===== src/rtl/apu_pkg.sv =====
// Shared constants for the APU frame sequencer: mode encoding, per-step strobe
// masks (bit n = step n) and the NTSC step length.
package apu_pkg;

  typedef enum logic {
    MODE_4STEP = 1'b0,
    MODE_5STEP = 1'b1
  } frame_mode_e;

  localparam int DEFAULT_STEP_CYCLES = 7457;

  localparam logic [4:0] QUARTER_MASK_4STEP = 5'b01111;
  localparam logic [4:0] HALF_MASK_4STEP    = 5'b01010;
  localparam logic [4:0] IRQ_MASK_4STEP     = 5'b01000;

  localparam logic [4:0] QUARTER_MASK_5STEP = 5'b10111;
  localparam logic [4:0] HALF_MASK_5STEP    = 5'b10010;
  localparam logic [4:0] IRQ_MASK_5STEP     = 5'b00000;

  // True when the given step's bit is set in a 5-entry step mask.
  function automatic logic step_hit(input logic [4:0] mask, input logic [2:0] step);
    return |(mask & (5'b00001 << step));
  endfunction

  function automatic logic [2:0] last_step(input frame_mode_e mode);
    return (mode == MODE_5STEP) ? 3'd4 : 3'd3;
  endfunction

endpackage


===== src/rtl/apu_frame_divider.sv =====
// Step prescaler: counts 0..STEP_CYCLES-1 and flags the terminal count so the
// sequencer can advance. A synchronous clear restarts the step from 0.
module apu_frame_divider #(
  parameter int STEP_CYCLES = 7457
) (
  input  logic clk,
  input  logic reset,
  input  logic clear_i,
  output logic tc_o
);

  localparam int W = $clog2(STEP_CYCLES);
  localparam logic [W-1:0] LAST = W'(STEP_CYCLES - 1);

  logic [W-1:0] cnt_q, cnt_d;

  always_comb begin
    cnt_d = cnt_q + W'(1);
    if (clear_i || (cnt_q == LAST)) begin
      cnt_d = '0;
    end
  end

  always_ff @(posedge clk or posedge reset) begin
    if (reset) begin
      cnt_q <= '0;
    end else begin
      cnt_q <= cnt_d;
    end
  end

  assign tc_o = (cnt_q == LAST);

endmodule


===== src/rtl/apu_frame_counter.sv =====
// APU frame sequencer: turns divider terminal counts into registered
// quarter/half-frame strobes and maintains the frame interrupt flag.
module apu_frame_counter
  import apu_pkg::*;
#(
  parameter int STEP_CYCLES = DEFAULT_STEP_CYCLES
) (
  input  logic       clk,
  input  logic       reset,
  input  logic [7:0] reg_4017,
  input  logic       reg_event,
  input  logic       irq_ack,
  output logic       enable_240hz,
  output logic       enable_120hz,
  output logic       frame_irq
);

  frame_mode_e mode_q, mode_d;
  logic        inhibit_q, inhibit_d;
  logic [2:0]  step_q, step_d;
  logic        quarter_q, quarter_d;
  logic        half_q, half_d;
  logic        irq_q, irq_d;
  logic        tc;
  logic        unused_reg_bits;

  logic [4:0]  quarter_mask;
  logic [4:0]  half_mask;
  logic [4:0]  irq_mask;

  assign unused_reg_bits = ^reg_4017[5:0];

  apu_frame_divider #(
    .STEP_CYCLES (STEP_CYCLES)
  ) u_divider (
    .clk     (clk),
    .reset   (reset),
    .clear_i (reg_event),
    .tc_o    (tc)
  );

  always_comb begin
    quarter_mask = QUARTER_MASK_4STEP;
    half_mask    = HALF_MASK_4STEP;
    irq_mask     = IRQ_MASK_4STEP;
    if (mode_q == MODE_5STEP) begin
      quarter_mask = QUARTER_MASK_5STEP;
      half_mask    = HALF_MASK_5STEP;
      irq_mask     = IRQ_MASK_5STEP;
    end
  end

  // A $4017 write wins over a coincident terminal count; that step is dropped.
  always_comb begin
    mode_d    = mode_q;
    inhibit_d = inhibit_q;
    step_d    = step_q;
    quarter_d = 1'b0;
    half_d    = 1'b0;
    irq_d     = irq_q;
    if (reg_event) begin
      mode_d    = frame_mode_e'(reg_4017[7]);
      inhibit_d = reg_4017[6];
      step_d    = 3'd0;
      quarter_d = reg_4017[7];
      half_d    = reg_4017[7];
      if (reg_4017[6] || irq_ack) begin
        irq_d = 1'b0;
      end
    end else begin
      if (tc) begin
        step_d    = (step_q == last_step(mode_q)) ? 3'd0 : step_q + 3'd1;
        quarter_d = step_hit(quarter_mask, step_q);
        half_d    = step_hit(half_mask, step_q);
      end
      if (tc && step_hit(irq_mask, step_q) && !inhibit_q) begin
        irq_d = 1'b1;
      end else if (irq_ack) begin
        irq_d = 1'b0;
      end
    end
  end

  always_ff @(posedge clk or posedge reset) begin
    if (reset) begin
      mode_q    <= MODE_4STEP;
      inhibit_q <= 1'b0;
      step_q    <= 3'd0;
      quarter_q <= 1'b0;
      half_q    <= 1'b0;
      irq_q     <= 1'b0;
    end else begin
      mode_q    <= mode_d;
      inhibit_q <= inhibit_d;
      step_q    <= step_d;
      quarter_q <= quarter_d;
      half_q    <= half_d;
      irq_q     <= irq_d;
    end
  end

  assign enable_240hz = quarter_q;
  assign enable_120hz = half_q;
  assign frame_irq    = irq_q;

endmodule


===== config.mk =====
export PLATFORM = sky130hd
export DESIGN_NAME = apu_frame_counter
export DESIGN_NICKNAME = d
export VERILOG_FILES = /design/src/rtl/apu_pkg.sv /design/src/rtl/apu_frame_divider.sv /design/src/rtl/apu_frame_counter.sv
export SDC_FILE = /design/constraint.sdc
export NUM_CORES = 1
export LEC_CHECK = 0
export BUFFER_PORTS_ARGS = -buffer_cell sky130_fd_sc_hd__buf_2
export CAP_MARGIN = 20
export CORE_MARGIN = 2
export CORE_UTILIZATION = 45
export DETAILED_ROUTE_END_ITERATION = 8
export PLACE_DENSITY_LB_ADDON = 0.08
export SLEW_MARGIN = 20
export SYNTH_ARGS = -nofsm -noshare
export SYNTH_HDL_FRONTEND = slang
export SYNTH_HIERARCHICAL = 1
export SYNTH_SLANG_ARGS = --single-unit

===== constraint.sdc =====
create_clock -name clk -period 2 [get_ports clk]
set_input_delay 0.4 -clock clk [delete_from_list [all_inputs] [get_ports clk]]
set_output_delay 0.4 -clock clk [all_outputs]
set_load 0.03 [all_outputs]

==> results by group, run 1 <==
Setup path
  • Crit-path max FO: 3
  • Startpoint Class: register
  • CP required: 2.23 ns
  • Critical Path Stages: 5
  • Critical Path Sink Type: register
  • Slowest CP cell: or4b_4
  • Crit path DAT: 2.21 ns
  • CP bufs+invs: 0
  • CP max stage delay: ~0.55 ns
  • Critical path cell sequence: or4b_4, nor4_4, nand2b_4, or3b_1, a22oi_2
  • WS Path Type: register to register
  • Crit path max-delay family: simple AND/OR/NAND/NOR gates
  • Cells on worst reg2reg path: 5

Power and ir drop
  • Sw Share: 23.2%
  • Total power: approximately 0.7 mW
  • Power Density: 546 nW/µm²
  • Clk pwr share: 28.5%
  • VDD IR-drop max: approximately 0.35 mV
  • Sequential power share: ~63%
  • Sw Pwr: 0.162 mW
  • Comb pwr share: 8.2%
  • Internal Power: 0.536 mW
  • Lkg Pwr: 0.585 nW

Floorplanning
  • Initial core utilization: 46.5%
  • Std-Cell Rows: 18
  • Die Y: 53.9 µm
  • Die area: just under 3000 µm²
  • Core Area: 2410 µm²
  • Die W: 53.9 µm
  • I/O pins: 15

Finish
  • Fraction of layout cells with a size suffix above 1: approximately a fifth
  • Non-Filler Instances: 157
  • Multi-input logic area: 543 µm²
  • Register area: around 530 µm²
  • Area Growth Syn to Fin: 14.1%
  • Fill cells: 223
  • Antenna cells: 0
  • Nets: between 100 and 150

Clock tree
  • Clk_lat worst skew: 0.30 ns
  • Post-CTS Setup Bufs: 0
  • Worst-path clk slew: approximately 0.11 ns
  • Clk buf depth: 2
  • H-tree Lvls: 1
  • CTS Buf Count: 3
  • Root Buffer: clkbuf_4
  • CTS sink cnt: 21
  • TritonCTS clock tree: yes
  • # hold bufs at CTS: 0

Synthesis
  • Yosys top cell by area: dfrtp_1
  • Synth warn: 6
  • Post-synth top flop: dfrtp_1
  • Post-synth top cells: 21 x dfrtp_1, 16 x nor2_1, 10 x inv_1
  • Synth Instances: 108
  • Synth cell types: 34
  • EDFF count, synth: 0
  • Register area share after synthesis: between 40% and 50%
  • Async set-reset flop share out of synthesis: 100%
  • Synthesis-stage register bit count: 21
  • Top cell type's share of synthesized area: 46.9%
  • Ranking of synthesized cells by area: dfrtp_1 47%, ha_1 7.8%, xnor2_1 7.0%, nor2_1 5.4%, inv_1 3.4%
  • Avg Synthesized Cell Area: 10.4 µm²
  • Post-synthesis cell area: ~1100 µm²
  • Most frequent cell after synthesis: dfrtp_1
  • Synthesized Nets: around 130

Route
  • Post-Route WL: 1.87 mm
  • DRC violations left: 0
  • Post-DR vias/cell: 4.96
  • WL/cell: roughly 12 µm
  • DR iter-0 viols: 13
  • Initial DRT Pass Iterations: 4
  • ANT nets after route: 0
  • Routed vias: 779

Timing
  • Final Max Slew Viols: 0
  • RSZ-0062 raised after global routing: yes
  • Hold slack: 0.0335 ns
  • Fin worst setup slack: roughly 0.019 ns
  • Setup Skew: 0.00307 ns
  • Minimum clock period: between 1.5 and 2 ns
  • Period utilization: 99.1%
  • Worst slew margin: about 67%
  • Final setup fails: 0
  • Hold Vio Cnt, Final: 0
  • FMAX: 0.505 GHz
  • Slew of the pin with the lowest slew margin: 0.489 ns

Place
  • Final HPWL DP: 1.44 mm
  • Port Buffers: 8
  • GPL Wtd Cong: about 0.76
  • Post-Place Cells: approximately 150
  • Pre-CTS WS: -0.00960 ns

Global routing
  • GRT Util Overall: roughly 17%
  • Vias in the first global route: 771
  • Global-route wire length before repair: 3.32 mm
  • Initial antenna violation count: 0
  • Largest net degree at the start of global routing: 14
  • Global route overflow: 0

Worst hold path
  • Hold WC Path Type: input pin to async pin

Job
  • Max Cap Viol: 0

Outcome
  • Outcome: finished clean
==> final timing paths <==
check / end / start / slack [ns]
max: frame_irq$_DFFE_PP0P_ / u_divider/cnt_q[3]$_DFF_PP0_ / 0.02
min: step_q[2]$_DFFE_PP0P_ / reset / 0.03
max reg2reg: frame_irq$_DFFE_PP0P_ / u_divider/cnt_q[3]$_DFF_PP0_ / 0.02
min reg2reg: inhibit_q$_DFFE_PP0P_ / inhibit_q$_DFFE_PP0P_ / 0.53
max in group asynchronous: u_divider/cnt_q[5]$_DFF_PP0_ / reset / 1.56
min in group clk: frame_irq$_DFFE_PP0P_ / reg_4017[6] / 0.29
==> per-stage QoR <==
| step | utilization (%) | area (µm²) | TNS, ns |
|---|---|---|---|
| finish | 53.0 | 1280 | 0 |
| global route | 53.0 | 1280 | -0.0394 |
| CTS | 53.0 | 1280 | -0.000552 |
| detailed placement | 51.8 | 1250 | -0.00960 |
| global placement | 51.8 | 1250 | -0.0113 |
| floorplan | - | 1130 | -0.0854 |
==> final cells by class <==
cell class	count	share of cell area, %
multi-input combinational	75	42.5
inverter	10	2.94
sequential	21	41.1
timing repair buffer	17	8.42
tap	30	2.94
clock buffer	4	2.06
==> routing by layer <==
metal | up-vias | global-route usage, % | wire length [µm]
li1 | 399 | - | -
met4 | 0 | 7.69 | 10
met2 | 4 | 27.6 | 983
met1 | 374 | 20.3 | 837
met5 | - | 0 | 0
met3 | 2 | 3.33 | 40
==> power groups by stage <==
| stage | registers (mW) | logic [mW] | clock network (mW) |
|---|---|---|---|
| detailed placement | 0.450 | 0.0581 | 0 |
| global placement | 0.449 | 0.0571 | 0 |
| floorplan | 0.455 | 0.0341 | 0 |
| CTS | 0.442 | 0.0583 | 0.211 |
| global route | 0.443 | 0.0657 | 0.232 |
| finish | 0.442 | 0.0571 | 0.199 |
==> cells by family after synthesis <==
logic type,synth area share [%]
mux,1.90
flops,46.9
fa+ha+maj,7.82
buf+inv,5.70
xor+xnor,8.60
simple gates,21.6
compound gates,7.49
==> state kept, by name, summed over array words and instances (netlist names) <==
signal,count
inhibit_q,1
frame_irq,1
enable_120hz,1
enable_240hz,1
mode_q,1
step_q,3
u_divider/cnt_q,13
==> repair_timing <==
| action | 4_1_cts | 5_1_grt |
|---|---|---|
| cloned | 0 | 0 |
| pin swaps | 1 | 0 |
| setup endpoints to repair | 2 | 2 |
| resized for setup | 1 | 0 |
| hold endpoints to repair | 0 | 0 |
==> cell usage in the layout (no fill, tap or decap), types with 3 or more instances in the layout <==
cell	count
dfrtp_1	21
inv_1	10
xnor2_1	9
o21ai_0	3
nand2_1	6
nand3_1	3
ha_1	7
nand2b_1	3
nor3_1	3
clkbuf_4	3
nor2_1	16
buf_2	8
buf_4	9
Power figures use the tool's default switching activity.
==> run 2, diff against run 1 <==
--- a/config.mk
+++ b/config.mk
@@ -10,9 +10,10 @@
 export CORE_MARGIN = 2
 export CORE_UTILIZATION = 45
 export DETAILED_ROUTE_END_ITERATION = 8
-export PLACE_DENSITY_LB_ADDON = 0.08
+export PLACE_DENSITY = 0.64
 export SLEW_MARGIN = 20
 export SYNTH_ARGS = -nofsm -noshare
 export SYNTH_HDL_FRONTEND = slang
 export SYNTH_HIERARCHICAL = 1
 export SYNTH_SLANG_ARGS = --single-unit
+export TNS_END_PERCENT = 5
==> run 2 against run 1 <==
  * Critical path depth stayed put
  * Via count rose by 2.6%
  * Worst setup slack lost 0.015 ns
  * Clock-buffer cell count unchanged
  * Critical path type unchanged
  * Fmax decreased by 0.78%
  * Non-clock buffer count stayed put
  * Largest cell class unchanged
==> results by group, run 2 (synthesis results as in run 1) <==
Timing
  • Final setup fails: 0
  • Hold slack: roughly 0.038 ns
  • FMAX: 0.501 GHz
  • Period utilization: between 90% and 100%
  • Worst slew margin: 65.5%
  • Final Max Slew Viols: 0
  • Minimum clock period: 2.00 ns
  • Slew of the pin with the lowest slew margin: 0.516 ns
  • Hold Vio Cnt, Final: 0
  • Fin worst setup slack: 0.00343 ns
  • RSZ-0062 raised after global routing: yes
  • Setup Skew: 0.00515 ns

Setup path
  • CP max stage delay: 0.55 ns
  • CP bufs+invs: 1
  • Crit path max-delay family: simple AND/OR/NAND/NOR gates
  • Critical Path Sink Type: register
  • Slowest CP cell: or4b_4
  • Crit-path max FO: 6
  • CP required: 2.19 ns
  • WS Path Type: register to register
  • Startpoint Class: register
  • Crit path DAT: 2.19 ns
  • Critical path cell sequence: or4b_4, nor4_4, buf_4, o31ai_1, a221oi_1

Route
  • DRC violations left: 0
  • ANT nets after route: 0
  • Post-Route WL: about 2 mm
  • WL/cell: about 13 µm
  • DR iter-0 viols: 3
  • Initial DRT Pass Iterations: 4
  • Routed vias: 799
  • Post-DR vias/cell: 5.09

Power and ir drop
  • Sw Pwr: 0.162 mW
  • Power Density: 544 nW/µm²
  • Internal Power: around 0.53 mW
  • Total power: 0.695 mW
  • Comb pwr share: roughly 7.7%
  • Sequential power share: 63.7%
  • Sw Share: 23.3%
  • VDD IR-drop max: 0.475 mV
  • Clk pwr share: between 20 and 30%
  • Lkg Pwr: 0.584 nW

Worst hold path
  • Hold WC Path Type: input pin to async pin

Floorplanning
  • I/O pins: 15
  • Die Y: 53.9 µm
  • Initial core utilization: a little under half
  • Die W: roughly 54 µm
  • Die area: 2900 µm²
  • Std-Cell Rows: 18
  • Core Area: 2410 µm²

Clock tree
  • Clk buf depth: 2
  • TritonCTS clock tree: yes
  • H-tree Lvls: 1
  • # hold bufs at CTS: 0
  • Clk_lat worst skew: 0.29 ns
  • CTS Buf Count: 3
  • CTS sink cnt: 21
  • Worst-path clk slew: 0.11 ns
  • Root Buffer: clkbuf_4

Finish
  • Flip-flop count of the largest register after layout: 13
  • Antenna cells: 0
  • Commonest non-fill, non-tap cell in the layout: dfrtp_1
  • Area Growth Syn to Fin: 14.1%
  • Nets: 147
  • Fraction of layout cells with a size suffix above 1: 21.3%
  • Commonest cells after routing, fill and taps aside: 21 x dfrtp_1, 16 x nor2_1, 10 x inv_1
  • Largest regs: u_divider/cnt_q: 13 flops, step_q: 3 flops
  • Largest Register: u_divider/cnt_q

Global routing
  • Global route overflow: 0
  • GRT Util Overall: 17.2%
  • Vias in the first global route: 833
  • Initial antenna violation count: 0
  • Global-route wire length before repair: between 3 and 4 mm
  • Largest net degree at the start of global routing: 14

Place
  • Final HPWL DP: roughly 1.6 mm
  • GPL Wtd Cong: between 0.7 and 0.8
  • Port Buffers: 8
  • Pre-CTS WS: -0.0275 ns

Outcome
  • Outcome: finished clean

Job
  • Max Cap Viol: 0
[run 2: cell counts in the layout (fill, tap and decap cells not counted)]
Identical to the previous run, type by type.
[run 2: repair_timing]
item,CTS,global route
buffers inserted,0,0
gates cloned,0,0
endpoints found under the setup margin,2,13
gates resized for setup,1,0
[run 2: power groups by stage]
stage	registers (mW)	logic, mW	clock network [mW]
after floorplan	0.455	0.0341	0
after global placement	0.450	0.0538	0
after detailed placement	0.451	0.0551	0
after CTS	0.443	0.0553	0.209
after global routing	0.445	0.0623	0.229
final	0.443	0.0537	0.198
[run 2: area by class of cell]
cell class | count | area [µm²]
flip-flops and latches | 21 | 526
fillers | 218 | 1130
well taps | 30 | 37.5
repair buffers | 17 | 108
multi-input cells | 75 | 543
clock buffers | 4 | 26.3
inverters | 10 | 37.5
[run 2: per-layer routing]
layer  vias to the layer above  GRT usage, %  part of all wire, %
met5                         -             0                    0
met4                         0          7.69                 0.59
met3                         2          2.50                  2.8
met2                        10          29.9                   51
met1                       382          21.0                   45
li1                        405             -                    -
[run 2: stage by stage]
step	util, %	instances	cell area (µm²)	setup TNS, ns
after floorplan	-	108	1130	-0.0854
after global placement	51.8	153	1250	0
after detailed placement	51.8	153	1250	-0.0275
after CTS	53.0	157	1280	-0.0349
after global routing	53.0	157	1280	-0.330
final	53.0	157	1280	0
[run 2: path summary, 6_finish.rpt]
path / endpoint / cells after the start / slack [ns] / startpoint
min in group clk: frame_irq$_DFFE_PP0P_ / 2 / 0.29 / reg_4017[6]
min reg2reg: inhibit_q$_DFFE_PP0P_ / 1 / 0.52 / inhibit_q$_DFFE_PP0P_
min: frame_irq$_DFFE_PP0P_ / 2 / 0.04 / reset
max: step_q[2]$_DFFE_PP0P_ / 5 / 0.003 / u_divider/cnt_q[6]$_DFF_PP0_
max in group asynchronous: u_divider/cnt_q[5]$_DFF_PP0_ / 2 / 1.53 / reset
max reg2reg: step_q[2]$_DFFE_PP0P_ / 5 / 0.003 / u_divider/cnt_q[6]$_DFF_PP0_
==> run 3, diff against run 2 <==
--- a/config.mk
+++ b/config.mk
@@ -5,8 +5,10 @@
 export SDC_FILE = /design/constraint.sdc
 export NUM_CORES = 1
 export LEC_CHECK = 0
+export ABC_AREA = 1
 export BUFFER_PORTS_ARGS = -buffer_cell sky130_fd_sc_hd__buf_2
 export CAP_MARGIN = 20
+export CORE_ASPECT_RATIO = 0.5
 export CORE_MARGIN = 2
 export CORE_UTILIZATION = 45
 export DETAILED_ROUTE_END_ITERATION = 8
==> run 3 against run 2 <==
  * First-iteration DRC count increased to 9.3 times the previous value
  * Clock power increased by 44%
  * Clock-buffer cell count decreased by 1
  * Critical path depth increased by 3
  * Worst setup slack improved by 0.27 ns
  * Routed wire length increased by 7.5%
  * Clock skew about the same
  * Largest cell class unchanged
  * Highest routed layer unchanged
==> results by group, run 3 <==
Synthesis
  • Post-synth top cells: 42 x nand2_1, 31 x nor2_1, 22 x inv_1
  • Synth warn: 6
  • Post-synth top flop: dfrtp_1
  • Post-synthesis cell area: 1220 µm²
  • Register area share after synthesis: 42.9%
  • Ranking of synthesized cells by area: dfrtp_1 43%, nand2_1 13%, nor2_1 9.5%, ha_1 7.2%, inv_1 6.7%
  • Most frequent cell after synthesis: nand2_1
  • Top cell type's share of synthesized area: 42.9%
  • Synth cell types: 19
  • Avg Synthesized Cell Area: 7.56 µm²
  • Synth Instances: 162
  • Synthesis-stage register bit count: 21
  • Yosys top cell by area: dfrtp_1
  • EDFF count, synth: 0
  • Async set-reset flop share out of synthesis: 100%
  • Synthesized Nets: approximately 180

Floorplanning
  • I/O pins: 15
  • Core Area: 2590 µm²
  • Die Y: approximately 41 µm
  • Initial core utilization: 47.4%
  • Die area: 3180 µm²
  • Die W: about 78 µm
  • Std-Cell Rows: 13

Clock tree
  • CTS resizes: 0
  • Worst-path clk slew: 0.08 ns
  • # hold bufs at CTS: 0
  • Post-CTS Setup Bufs: 0
  • Clk_lat worst skew: 0.26 ns
  • TritonCTS clock tree: yes
  • Clk buf depth: 2
  • CTS Buf Count: 3
  • CTS sink cnt: 21
  • H-tree Lvls: 1
  • Root Buffer: clkbuf_8

Global routing
  • GRT met2 Usage: 28.4%
  • Met1 Usage GRT: between 20% and 30%
  • Initial antenna violation count: 0
  • Largest net degree at the start of global routing: 14
  • Top Usage Layer GRT: met2
  • GRT Util Overall: 16.1%
  • Global route overflow: 0
  • Vias in the first global route: ~860
  • M3 GR Usage: 4.63%
  • Global-route wire length before repair: 3.79 mm

Timing
  • Final setup fails: 0
  • Period utilization: 86.6%
  • Slew of the pin with the lowest slew margin: 0.508 ns
  • Minimum clock period: 1.73 ns
  • FMAX: roughly 0.58 GHz
  • Final Max Slew Viols: 0
  • Setup Skew: 0.00558 ns
  • Hold Vio Cnt, Final: 0
  • RSZ-0062 raised after global routing: no
  • Setup tns final: 0 ns
  • Worst slew margin: approximately 66%

Route
  • ANT nets after route: 0
  • DRC violations left: 0
  • Initial DRT Pass Iterations: 4
  • DR iter-0 viols: 28
  • Post-DR vias/cell: 4.71
  • WL/cell: 10.5 µm
  • Routed vias: a little under 1,000
  • Post-Route WL: between 2 and 2.5 mm

Finish
  • Nets: 193
  • Commonest cells after routing, fill and taps aside: 42 x nand2_1, 31 x nor2_1, 22 x inv_1
  • Commonest non-fill, non-tap cell in the layout: nand2_1
  • Flip-flop count of the largest register after layout: 13
  • Largest Register: u_divider/cnt_q
  • Area Growth Syn to Fin: 9.91%
  • Fraction of layout cells with a size suffix above 1: 13.9%
  • Antenna cells: 0
  • Fill cells: 252
  • Post-route cell area: 1350 µm²
  • Largest regs: u_divider/cnt_q: 13 flops, step_q: 3 flops

Setup path
  • Startpoint Class: register
  • Critical Path Sink Type: register
  • Cells on worst reg2reg path: 8
  • Crit path DAT: 1.94 ns
  • WS Path Type: register to register
  • CP required: 2.20 ns
  • Crit-path max FO: 4

Outcome
  • Outcome: finished clean

Job
  • Max Cap Viol: 0

Power and ir drop
  • Total power: just under 0.8 mW
  • VDD IR-drop max: approximately 0.25 mV
  • Power Density: 581 nW/µm²
  • Lkg Pwr: 0.643 nW

Place
  • GPL Wtd Cong: 0.796
  • Final HPWL DP: 1.63 mm
  • Port Buffers: 8
  • Cell Area, Placed: approximately 1300 µm²

Worst hold path
  • Hold WC Path Type: input pin to async pin
==> run 3: cell types whose count changed after synthesis, moves of 2 or more <==
cell | before | now
nand2b_1 | 3 | 0
nand3_2 | 0 | 4
inv_2 | 0 | 2
nor3_1 | 3 | 1
nand4_1 | 1 | 3
nand2_2 | 0 | 3
nand2_1 | 6 | 42
xnor2_1 | 9 | 2
nor2_1 | 16 | 31
inv_1 | 10 | 22
nand3_1 | 3 | 10
nor2_2 | 0 | 3
a221oi_1 | 2 | 0
nor4_1 | 2 | 0
==> run 3: worst paths after layout <==
kind                                              start                            to  slack (ns)
min reg2reg                       inhibit_q$_DFFE_PP0P_         inhibit_q$_DFFE_PP0P_        0.48
max                        u_divider/cnt_q[9]$_DFF_PP0_         step_q[1]$_DFFE_PP0P_        0.27
min in group clk                            reg_4017[6]         inhibit_q$_DFFE_PP0P_        0.36
max in group asynchronous                         reset  u_divider/cnt_q[8]$_DFF_PP0_        1.50
max reg2reg                u_divider/cnt_q[9]$_DFF_PP0_         step_q[1]$_DFFE_PP0P_        0.27
min                                               reset         step_q[0]$_DFFE_PP0P_        0.08
==> run 3: critical path, stage by stage (launching register included) <==
cell and delay [ns]:
dfrtp_1 0.41, inv_1 0.11, nand2_1 0.07, nor2_1 0.19
nand2_1 0.07, nor3_1 0.38, inv_1 0.10, nor2_2 0.18
a22o_1 0.16
==> run 3: area by class of cell <==
type | instances | area (µm²) | share of cell area (%)
tap | 37 | 46.3 | 3.44
multi-input combinational | 116 | 598 | 44.4
clock inverter | 1 | 5.00 | 0.372
clock buffer | 3 | 41.3 | 3.07
inverter | 24 | 90.1 | 6.69
sequential | 21 | 526 | 39.0
timing repair buffer | 8 | 40.0 | 2.97
==> run 3: logic make-up (layout without fill, tap and decap cells) <==
group / after synthesis / in the layout / synth area share [%]
buffers and inverters: 25 / 36 / 8.27
XOR/XNOR: 5 / 5 / 3.58
AO/OA/AOI/OAI: 6 / 6 / 2.76
flip-flops: 21 / 21 / 42.9
AND/OR/NAND/NOR: 98 / 98 / 35.3
adder cells (fa/ha/maj): 7 / 7 / 7.15
==> run 3: routing by layer <==
layer	vias to the layer above	wire length [µm]
met5	-	0
met4	0	8
met3	2	86
met2	16	953
met1	450	1150
li1	521	-
==> run 3: power by group <==
group | internal (mW) | total, mW | switching, mW
clock network | 0.139 | 0.286 | 0.147
registers | 0.435 | 0.444 | 0.00931
logic | 0.0174 | 0.0526 | 0.0351
==> run 3: per-stage QoR <==
step | worst slack [ns] | hold WS (ns) | std cells | util (%)
after floorplan | 0.577 | 0.216 | 162 | -
after global placement | 0.352 | 0.371 | 206 | 50.3
after detailed placement | 0.329 | 0.380 | 206 | 50.3
after CTS | 0.279 | 0.0838 | 210 | 52.1
after global routing | 0.105 | 0.0919 | 210 | 52.1
final | 0.268 | 0.0771 | 210 | 52.1
